### src/rtl/mips_pkg.sv
// Shared register-file types and defaults for the MIPS-style core.
// Defaults size the standard 8 x 16-bit file; the modules stay parametrised.
package mips_pkg;

  localparam int unsigned DEF_DATA_W = 16;
  localparam int unsigned DEF_NREGS  = 8;
  localparam int unsigned DEF_AW     = $clog2(DEF_NREGS);

  typedef logic [DEF_AW-1:0]     rf_adr_t;
  typedef logic [DEF_DATA_W-1:0] rf_data_t;

  typedef struct packed {
    logic     ena;
    rf_adr_t  adr;
    rf_data_t data;
  } rf_wr_t;

  typedef struct packed {
    logic    ena;
    rf_adr_t adr;
  } rf_rd_t;

  typedef enum logic [0:0] {
    IDLE  = 1'b0,
    SWEEP = 1'b1
  } sweep_state_t;

endpackage

### src/rtl/regfile_sb_if.sv
// Bus between ID/WB stages (master) and the register file with scoreboard (slave).
interface regfile_sb_if
  import mips_pkg::*;
#(
  parameter int unsigned DATA_W = DEF_DATA_W,
  parameter int unsigned NREGS  = DEF_NREGS,
  parameter int unsigned NRD    = 3
);
  localparam int unsigned AW = $clog2(NREGS);

  logic [NRD-1:0]        rd_ena_i;
  logic [NRD*AW-1:0]     rd_adr_i;
  logic [NRD*DATA_W-1:0] rd_data_o;
  logic [NRD-1:0]        rd_busy_o;
  logic                  wa_ena_i;
  logic [AW-1:0]         wa_adr_i;
  logic [DATA_W-1:0]     wa_data_i;
  logic                  wb_ena_i;
  logic [AW-1:0]         wb_adr_i;
  logic [DATA_W-1:0]     wb_data_i;
  logic                  iss_ena_i;
  logic [AW-1:0]         iss_adr_i;
  logic                  clr_i;
  logic                  clr_busy_o;
  logic                  clr_done_o;
  logic [NREGS-1:0]      busy_o;

  modport master (
    output rd_ena_i, rd_adr_i, wa_ena_i, wa_adr_i, wa_data_i,
    output wb_ena_i, wb_adr_i, wb_data_i, iss_ena_i, iss_adr_i, clr_i,
    input  rd_data_o, rd_busy_o, clr_busy_o, clr_done_o, busy_o
  );

  modport slave (
    input  rd_ena_i, rd_adr_i, wa_ena_i, wa_adr_i, wa_data_i,
    input  wb_ena_i, wb_adr_i, wb_data_i, iss_ena_i, iss_adr_i, clr_i,
    output rd_data_o, rd_busy_o, clr_busy_o, clr_done_o, busy_o
  );

endinterface

### src/rtl/rf_scoreboard.sv
// Per-register busy bits: issue sets, write-back clears, sweep clears one entry per cycle.
// Callers pre-gate enables (r0 filtering, sweep suppression).
module rf_scoreboard
  import mips_pkg::*;
#(
  parameter int unsigned NREGS = DEF_NREGS,
  localparam int unsigned AW   = $clog2(NREGS)
) (
  input  logic             clk_i,
  input  logic             rst_n,
  input  logic             set_ena_i,
  input  logic [AW-1:0]    set_adr_i,
  input  logic             clr_a_ena_i,
  input  logic [AW-1:0]    clr_a_adr_i,
  input  logic             clr_b_ena_i,
  input  logic [AW-1:0]    clr_b_adr_i,
  input  logic             sweep_ena_i,
  input  logic [AW-1:0]    sweep_adr_i,
  output logic [NREGS-1:0] busy_o
);

  logic [NREGS-1:0] busy_d, busy_q;

  // Set is applied last so a new producer outranks a retiring one on the same register.
  always_comb begin
    busy_d = busy_q;
    if (sweep_ena_i) begin
      busy_d[sweep_adr_i] = 1'b0;
    end else begin
      if (clr_a_ena_i) busy_d[clr_a_adr_i] = 1'b0;
      if (clr_b_ena_i) busy_d[clr_b_adr_i] = 1'b0;
      if (set_ena_i)   busy_d[set_adr_i]   = 1'b1;
    end
  end

  always_ff @(posedge clk_i or negedge rst_n) begin
    if (!rst_n) begin
      busy_q <= '0;
    end else begin
      busy_q <= busy_d;
    end
  end

  assign busy_o = busy_q;

endmodule

### src/rtl/regfile_sb.sv
// Multi-port register file with two write-back ports, optional bypass, issue scoreboard
// and a sequenced clear sweep.
module regfile_sb
  import mips_pkg::*;
#(
  parameter int unsigned DATA_W  = DEF_DATA_W,
  parameter int unsigned NREGS   = DEF_NREGS,
  parameter int unsigned NRD     = 3,
  parameter bit          ZERO_R0 = 1'b1,
  parameter bit          BYPASS  = 1'b1
) (
  input logic         clk_i,
  input logic         rst_n,
  regfile_sb_if.slave bus
);

  localparam int unsigned   AW      = $clog2(NREGS);
  localparam logic [AW-1:0] LastAdr = AW'(NREGS - 1);

  typedef struct packed {
    logic              ena;
    logic [AW-1:0]     adr;
    logic [DATA_W-1:0] data;
  } wr_t;

  function automatic logic is_dead_r0(input logic [AW-1:0] adr);
    return ZERO_R0 && (adr == '0);
  endfunction

  logic [DATA_W-1:0] regs_q [NREGS];
  logic [DATA_W-1:0] regs_d [NREGS];
  sweep_state_t      state_q;
  logic [AW-1:0]     cnt_q, cnt_nxt;
  logic              clr_busy_q, clr_done_q;
  logic              sweeping;
  wr_t               wa, wb;
  logic              iss_ena;
  logic [NREGS-1:0]  busy;

  assign sweeping = (state_q == SWEEP);
  assign cnt_nxt  = cnt_q + AW'(1);

  // Effective requests: nothing from the pipeline lands while a sweep owns the array.
  always_comb begin
    wa.ena  = bus.wa_ena_i & ~sweeping & ~is_dead_r0(bus.wa_adr_i);
    wa.adr  = bus.wa_adr_i;
    wa.data = bus.wa_data_i;
    wb.ena  = bus.wb_ena_i & ~sweeping & ~is_dead_r0(bus.wb_adr_i);
    wb.adr  = bus.wb_adr_i;
    wb.data = bus.wb_data_i;
    iss_ena = bus.iss_ena_i & ~sweeping & ~is_dead_r0(bus.iss_adr_i);
  end

  // Port B is applied after port A so MEM results win an address collision.
  always_comb begin
    regs_d = regs_q;
    if (sweeping) begin
      regs_d[cnt_q] = '0;
    end else begin
      if (wa.ena) regs_d[wa.adr] = wa.data;
      if (wb.ena) regs_d[wb.adr] = wb.data;
    end
  end

  always_ff @(posedge clk_i or negedge rst_n) begin
    if (!rst_n) begin
      for (int unsigned i = 0; i < NREGS; i++) begin
        regs_q[i] <= '0;
      end
    end else begin
      regs_q <= regs_d;
    end
  end

  always_ff @(posedge clk_i or negedge rst_n) begin
    if (!rst_n) begin
      state_q    <= IDLE;
      cnt_q      <= '0;
      clr_busy_q <= 1'b0;
      clr_done_q <= 1'b0;
    end else begin
      case (state_q)
        IDLE: begin
          if (bus.clr_i) begin
            state_q    <= SWEEP;
            cnt_q      <= '0;
            clr_busy_q <= 1'b1;
            clr_done_q <= 1'b0;
          end
        end
        SWEEP: begin
          if (cnt_q == LastAdr) begin
            state_q    <= IDLE;
            cnt_q      <= '0;
            clr_busy_q <= 1'b0;
            clr_done_q <= 1'b0;
          end else begin
            cnt_q      <= cnt_nxt;
            clr_done_q <= (cnt_nxt == LastAdr);
          end
        end
        default: state_q <= IDLE;
      endcase
    end
  end

  rf_scoreboard #(
    .NREGS (NREGS)
  ) u_scoreboard (
    .clk_i       (clk_i),
    .rst_n       (rst_n),
    .set_ena_i   (iss_ena),
    .set_adr_i   (bus.iss_adr_i),
    .clr_a_ena_i (wa.ena),
    .clr_a_adr_i (wa.adr),
    .clr_b_ena_i (wb.ena),
    .clr_b_adr_i (wb.adr),
    .sweep_ena_i (sweeping),
    .sweep_adr_i (cnt_q),
    .busy_o      (busy)
  );

  for (genvar p = 0; p < NRD; p++) begin : g_rd
    logic [AW-1:0]     adr;
    logic [DATA_W-1:0] data;
    logic              bsy;

    assign adr = bus.rd_adr_i[p*AW +: AW];

    // wa/wb enables are already low during a sweep, so bypass is naturally off then.
    always_comb begin
      data = '0;
      bsy  = 1'b0;
      if (bus.rd_ena_i[p] && !is_dead_r0(adr)) begin
        bsy = busy[adr];
        if (BYPASS && wb.ena && (wb.adr == adr)) begin
          data = wb.data;
        end else if (BYPASS && wa.ena && (wa.adr == adr)) begin
          data = wa.data;
        end else begin
          data = regs_q[adr];
        end
      end
    end

    assign bus.rd_data_o[p*DATA_W +: DATA_W] = data;
    assign bus.rd_busy_o[p]                  = bsy;
  end

  assign bus.busy_o     = busy;
  assign bus.clr_busy_o = clr_busy_q;
  assign bus.clr_done_o = clr_done_q;

endmodule

### src/flat_wrapper.sv
// flat-port wrapper written by rule: the top's interface ports become plain ports
module regfile_sb_flat import mips_pkg::*;
#(
  parameter int unsigned DATA_W  = DEF_DATA_W,
  parameter int unsigned NREGS   = DEF_NREGS,
  parameter int unsigned NRD     = 3,
  parameter bit          ZERO_R0 = 1'b1,
  parameter bit          BYPASS  = 1'b1
)
  (clk_i, rst_n, bus_rd_ena_i, bus_rd_adr_i, bus_wa_ena_i, bus_wa_adr_i, bus_wa_data_i, bus_wb_ena_i, bus_wb_adr_i, bus_wb_data_i, bus_iss_ena_i, bus_iss_adr_i, bus_clr_i, bus_rd_data_o, bus_rd_busy_o, bus_clr_busy_o, bus_clr_done_o, bus_busy_o);
  regfile_sb_if #(.DATA_W(DATA_W), .NREGS(NREGS), .NRD(NRD)) bus_i ();
  input logic clk_i;
  input logic rst_n;
  input wire logic [$bits(bus_i.rd_ena_i)-1:0] bus_rd_ena_i;
  input wire logic [$bits(bus_i.rd_adr_i)-1:0] bus_rd_adr_i;
  input wire logic [$bits(bus_i.wa_ena_i)-1:0] bus_wa_ena_i;
  input wire logic [$bits(bus_i.wa_adr_i)-1:0] bus_wa_adr_i;
  input wire logic [$bits(bus_i.wa_data_i)-1:0] bus_wa_data_i;
  input wire logic [$bits(bus_i.wb_ena_i)-1:0] bus_wb_ena_i;
  input wire logic [$bits(bus_i.wb_adr_i)-1:0] bus_wb_adr_i;
  input wire logic [$bits(bus_i.wb_data_i)-1:0] bus_wb_data_i;
  input wire logic [$bits(bus_i.iss_ena_i)-1:0] bus_iss_ena_i;
  input wire logic [$bits(bus_i.iss_adr_i)-1:0] bus_iss_adr_i;
  input wire logic [$bits(bus_i.clr_i)-1:0] bus_clr_i;
  output wire logic [$bits(bus_i.rd_data_o)-1:0] bus_rd_data_o;
  output wire logic [$bits(bus_i.rd_busy_o)-1:0] bus_rd_busy_o;
  output wire logic [$bits(bus_i.clr_busy_o)-1:0] bus_clr_busy_o;
  output wire logic [$bits(bus_i.clr_done_o)-1:0] bus_clr_done_o;
  output wire logic [$bits(bus_i.busy_o)-1:0] bus_busy_o;
  assign bus_i.rd_ena_i = bus_rd_ena_i;
  assign bus_i.rd_adr_i = bus_rd_adr_i;
  assign bus_i.wa_ena_i = bus_wa_ena_i;
  assign bus_i.wa_adr_i = bus_wa_adr_i;
  assign bus_i.wa_data_i = bus_wa_data_i;
  assign bus_i.wb_ena_i = bus_wb_ena_i;
  assign bus_i.wb_adr_i = bus_wb_adr_i;
  assign bus_i.wb_data_i = bus_wb_data_i;
  assign bus_i.iss_ena_i = bus_iss_ena_i;
  assign bus_i.iss_adr_i = bus_iss_adr_i;
  assign bus_i.clr_i = bus_clr_i;
  assign bus_rd_data_o = bus_i.rd_data_o;
  assign bus_rd_busy_o = bus_i.rd_busy_o;
  assign bus_clr_busy_o = bus_i.clr_busy_o;
  assign bus_clr_done_o = bus_i.clr_done_o;
  assign bus_busy_o = bus_i.busy_o;
  regfile_sb #(.DATA_W(DATA_W), .NREGS(NREGS), .NRD(NRD), .ZERO_R0(ZERO_R0), .BYPASS(BYPASS)) u_core (.clk_i(clk_i), .rst_n(rst_n), .bus(bus_i));
endmodule
### config.mk
export PLATFORM = sky130hd
export DESIGN_NAME = regfile_sb_flat
export DESIGN_NICKNAME = d
export VERILOG_FILES = /design/src/rtl/mips_pkg.sv /design/src/rtl/regfile_sb_if.sv /design/src/rtl/rf_scoreboard.sv /design/src/rtl/regfile_sb.sv /design/src/flat_wrapper.sv
export SDC_FILE = /design/constraint.sdc
export NUM_CORES = 1
export LEC_CHECK = 0
export CAP_MARGIN = 0
export CORE_UTILIZATION = 45
export DETAILED_ROUTE_END_ITERATION = 12
export PLACE_DENSITY = 0.65
export SYNTH_ARGS = -nofsm -noshare
export SYNTH_HDL_FRONTEND = slang
export SYNTH_SLANG_ARGS = --single-unit
export TNS_END_PERCENT = 100
### constraint.sdc
create_clock -name clk_i -period 2.2 [get_ports clk_i]
set_clock_uncertainty 0.2 [all_clocks]
set_input_delay 0.22 -clock clk_i [delete_from_list [all_inputs] [get_ports clk_i]]
set_output_delay 0.22 -clock clk_i [all_outputs]
set_load 0.05 [all_outputs]
# After elaboration in Yosys (flattened, before gate mapping)
# Cells that the tools add are included.
# W data, S select, Z words.
# word_totals
register_bits	142
latch_bits	0
ramBits	0
romBits	0
inputBits	59
output_inout_bits	61
word_cells	160
memories	0
# classes
addsub	1
mul	0
n_div	0
n_lt_le_gt_ge	20
n_eq_ne	10
n_shift	0
n_mux	65
n_bitwise	25
n_reduce_logical	26
# op_table
cell	n
$mux W128	4
$mux W16	18
$bwmux W128	2
$bmux W16 S3	3
$demux W16 S3	3
$and A128 B128 Y128	1
$not A128 Y128	1
$mux W8	6
$lt A3 B4 Y1 const B	7
$and A8 B8 Y8	3
$ge A4 B4 Y1 const B	6
$not A3 Y4	6
$not A8 Y8	3
$eq A3 B3 Y1	6
$logic_not A3 Y1	6
$logic_and A1 B1 Y1	16
$mux W1	16
$demux W1 S3	4
$ge A3 B1 Y1 const B	4
$lt A4 B1 Y1 const B	3
$bmux W1 S3	3
$or A8 B8 Y8	1
$and A1 B1 Y1	6
$eq A3 B3 Y1 const B	2
other kinds (8)	17

# Logic depth before layout (Yosys ltp)
# logic_depth
ltp_word	14
depth_mapped	8
depth_no_buf	5

# Hierarchy
# From an unflattened synthesis, not the netlist that was laid out.
# unflattened
hier_cells	1195
hier_area_um2	12313.1
# modules_own_cells
module	instances	cells_per_inst	area_each_um2	seq_area_each_um2
regfile_sb	1	1135	11696.2	3353.2
rf_scoreboard	1	60	616.8	200.2

# Worst setup path before layout
# OpenSTA, ideal clock, no wires.
# synth_path
path_kind	reg-to-output
from	register u_core.state_q
to	output bus_rd_data_o[30]
arrival_ns	2.294
required_time_ns	1.780
setup_slack_ns	-0.514
stages_incl_launch_ff	9
path_buffers	3
cell_sequence	dfrtp_1 buf_6 inv_2 o311ai_4 or2_2 buf_2 buf_6 mux2i_1 a21oi_1
# synth_via
elab_chain_len	7
elab_cells_between_ends	10
classes_between	mux: 3; bitwise: 5; reduce/logical: 2
# synth_rtl
item	line	text
start, declared	regfile_sb.sv:32	sweep_state_t state_q;
start signal, assigned	regfile_sb.sv:77	state_q <= IDLE;
start signal, assigned	regfile_sb.sv:85	state_q <= SWEEP;
start signal, assigned	regfile_sb.sv:93	state_q <= IDLE;
$not A1 Y1 (*)	regfile_sb.sv:45, regfile_sb.sv:48	
$and A1 B1 Y1 (2 in series)	regfile_sb.sv:45	wa.ena = bus.wa_ena_i & ~sweeping & ~is_dead_r0(bus.wa_adr_i);
$logic_and A1 B1 Y1	regfile_sb.sv:138	end else if (BYPASS && wa.ena && (wa.adr == adr)) begin
$mux W16	regfile_sb.sv:138	
$mux W16 (*)	regfile_sb.sv:136	if (BYPASS && wb.ena && (wb.adr == adr)) begin
$mux W16 (*)	regfile_sb.sv:134	if (bus.rd_ena_i[p] && !is_dead_r0(adr)) begin
end, declared	flat_wrapper.sv:25	output wire logic [$bits(bus_i.rd_data_o)-1:0] bus_rd_data_o;
# Mark *: on every way between the ends. The rest lies on a longest branch, timed or not.

# Worst setup path in the final report
# layout_path
from	register u_core.state_q
to	output bus_rd_data_o[26]
# Same word-level chain as after synthesis.

==> results.ini <==
[cells_and_area]
insertedDiodeCount = 0
area_delta_synth_final_pct = 44.36
mostFrequentLayoutCells = 220 x buf_4, 131 x mux2i_1, 131 x dfrtp_1
nNetsFinal = 1522
drive_gt1_share_pct = 45.01
final_area_sq_mm = 0.01761
final_common_cell = buf_4

[synth]
synth_area_leaders = dfrtp_1 29%, mux4_2 19%, mux2i_1 13%, a22o_1 8.0%, a21oi_1 6.7%
synth_edf_count = 0
synth_cell_types = 51
netlist_area_sq_mm = 0.01220
syn_inst = 1187
yosysTopAreaCell = dfrtp_1
yosys_most_used_dff = dfrtp_1
ys_seq_area_share_pct = 29.13
synth_top_cell_area_share_pct = 29.13
syn_nets = 1249
avgSynthCellArea_sq_um = 10.28
ys_ff_latch = 142
yosys_warnings = 0
async_flop_share_pct = 100.0

[floorplanning]
core_region_area_sq_mm = 0.02635
initial_utilization_pct = 46.28
fp.dieW_um = 166.6
io_pins = 120
dieArea_sq_mm = 0.02777
placementRows = 59
fp.dieH_um = 166.6

[setup_path]
reg2reg_depth = 7
cp-start-kind = register
reg2reg_from = u_core.state_q
cp-startpoint = u_core.state_q
rr_endpoint = u_core.regs_q[52]
cp_max_fo = 5
end_kind = output pin
crit_arrival_ns = 2.16
critical_path_class = reg -> out
r2r_slack_ns = 0.03
endpoint = bus_rd_data_o[26]
critPathRequiredTime_ns = 1.78

[detailed_routing]
first_pass_iters = 11
wl_um = 48230
wl_per_cell_um = 26.68
ant_nets = 0
vias = 12000
viasPerCell = 6.638
drc = 4
drt-initial-drc-count = 1224

[clock_tree]
cts_root_buf = clkbuf_16
clkTransAtPathRegs_ns = 0.07
clock-sinks = 142
clock_latency_ns = 0.44
htreeDepth = 4
cts_buffer_depth = 2
cts-buffers-inserted = 17
cts_tree = done

[power_and_ir_drop]
powerDensity_mw_per_mm2 = 946.9
ir_worst_vdd_mv = 0.8548
p_total_uw = 16670
power_switching_uw = 6967
switching_share_pct = 41.79
p_leak_uw = 0.007725
p_seq_share_pct = 26.8
p_int_uw = 9705
power_frac_clock_pct = 18.1
power_frac_comb_pct = 55.1

[grt]
grt_pass1_wl_um = 72960
grt_overflow = 0
grt_pass1_vias = 11990
antenna_found_initial = 0
grt_usage_pct = 35.16
grt_max_degree = 81

[timing]
timing.final.crit_share_pct = 117.4
relSlewSlack_pct = 52.42
finalHoldViolations = 0
rsz0062_at_grt = true
worstMarginPinSlew_ns = 0.7136
drv_slew = 0
fmaxAchievable_ghz = 0.3873
fin_ws_ns = -0.3819
timing.hold.ws_ns = 0.1170
final-setup-viol-count = 49
finalCriticalPeriod_ns = 2.582

[hold_path]
hp-class = in -> async

[flow_run]
maxCapViolCount = 0

[placement]
portBuffers = 119
place_congestion = 0.9225
dpl-instance-area_sq_mm = 0.01538
hpwl_um = 31280

[status]
violations = DRC, setup timing
status = finished with violations

-- sequential cells by signal (all words and copies together), names as in the netlist --
name,count
u_core.bus.clr_busy_o,1
u_core.bus.clr_done_o,1
u_core.cnt_q,3
u_core.regs_q,128
u_core.state_q,1
u_core.u_scoreboard.busy_o,8
-- synthesized netlist by cell type (all sizes together), types with 3 or more instances --
cell and n:
a21oi 163, mux2i 163, dfrtp 142, nor2 120, a22o 111, mux4 101, buf 80, clkbuf 72
o21ai 50, mux2 46, nor2b 22, xnor2 18, nand2 17, nand3 11, a31oi 7, inv 7
nand3b 6, nand4 4, nor3b 4, or2 4, ha 3, o22ai 3, o311a 3, o31a 3
-- stage by stage --
stage	TNS, ns	utilization (%)	setup slack (ns)	cells
after CTS	-14.55	65.65	-0.3719	1795
after floorplan	-0.3443	-	-0.01668	1187
after global placement	-47.37	58.35	-0.5141	1688
after global routing	-17.33	66.81	-0.4268	1808
after detailed placement	-55.48	58.35	-0.5841	1688
final	-14.04	66.81	-0.3819	1808
-- power by group through the flow --
stage	sequential [uW]	clock, uW	combinational (uW)
global placement	4480	0	7370
finish	4470	3010	9190
floorplan	4260	0	5150
CTS	4380	3010	8820
detailed placement	4550	0	7500
global route	4570	3130	9640
-- cells by family after synthesis --
| group | share of synthesized area, % |
|---|---|
| AND/OR/NAND/NOR | 7.776 |
| buffers and inverters | 6.483 |
| multiplexers | 36.27 |
| adder cells (fa/ha/maj) | 0.3078 |
| XOR/XNOR | 1.293 |
| AO/OA/AOI/OAI | 18.73 |
| flip-flops | 29.13 |
-- worst max-delay path: stages, from the launching register on --
cell and delay, ns:
dfrtp_1 0.42, clkinv_4 0.09, o311a_4 0.21, nand4_1 0.11, buf_6 0.16, buf_12 0.15, or2_4 0.24, a21oi_4 0.18
buf_12 0.16
-- repair_timing --
item,4_1_cts,5_1_grt
gates cloned,1,0
hold buffers,1,0
pin swaps,26,6
hold endpoints to repair,49,0
gates resized for setup,215,62
buffers inserted,79,15
setup endpoints to repair,59,82
-- layer usage --
| layer | vias to the layer above | global-route usage [%] | wire length (um) |
|---|---|---|---|
| met5 | - | 0 | 0 |
| met4 | 0 | 18.08 | 2561 |
| met3 | 179 | 7.106 | 5056 |
| met2 | 826 | 55.79 | 22560 |
| met1 | 5916 | 45.70 | 18050 |
| li1 | 5080 | - | - |
-- worst min-delay path by stage --
stage                                 end  slack (ns)
finish                  u_core.regs_q[47]        0.12
global route            u_core.regs_q[47]        0.15
CTS                     u_core.regs_q[47]        0.15
detailed placement      u_core.regs_q[64]        0.05
global placement        u_core.regs_q[64]        0.05
floorplan           u_core.bus.clr_busy_o       -0.28
-- final cells by class --
class                      instances  area (sq um)
clock inverter                    14         158.9
sequential                       142          3567
timing repair buffer             406          4086
fill                            1934          8747
clock buffer                      18         429.2
multi-input combinational        885          8911
tap                              335         419.2
inverter                           8         35.03
(Power assumes the default switching activity.)
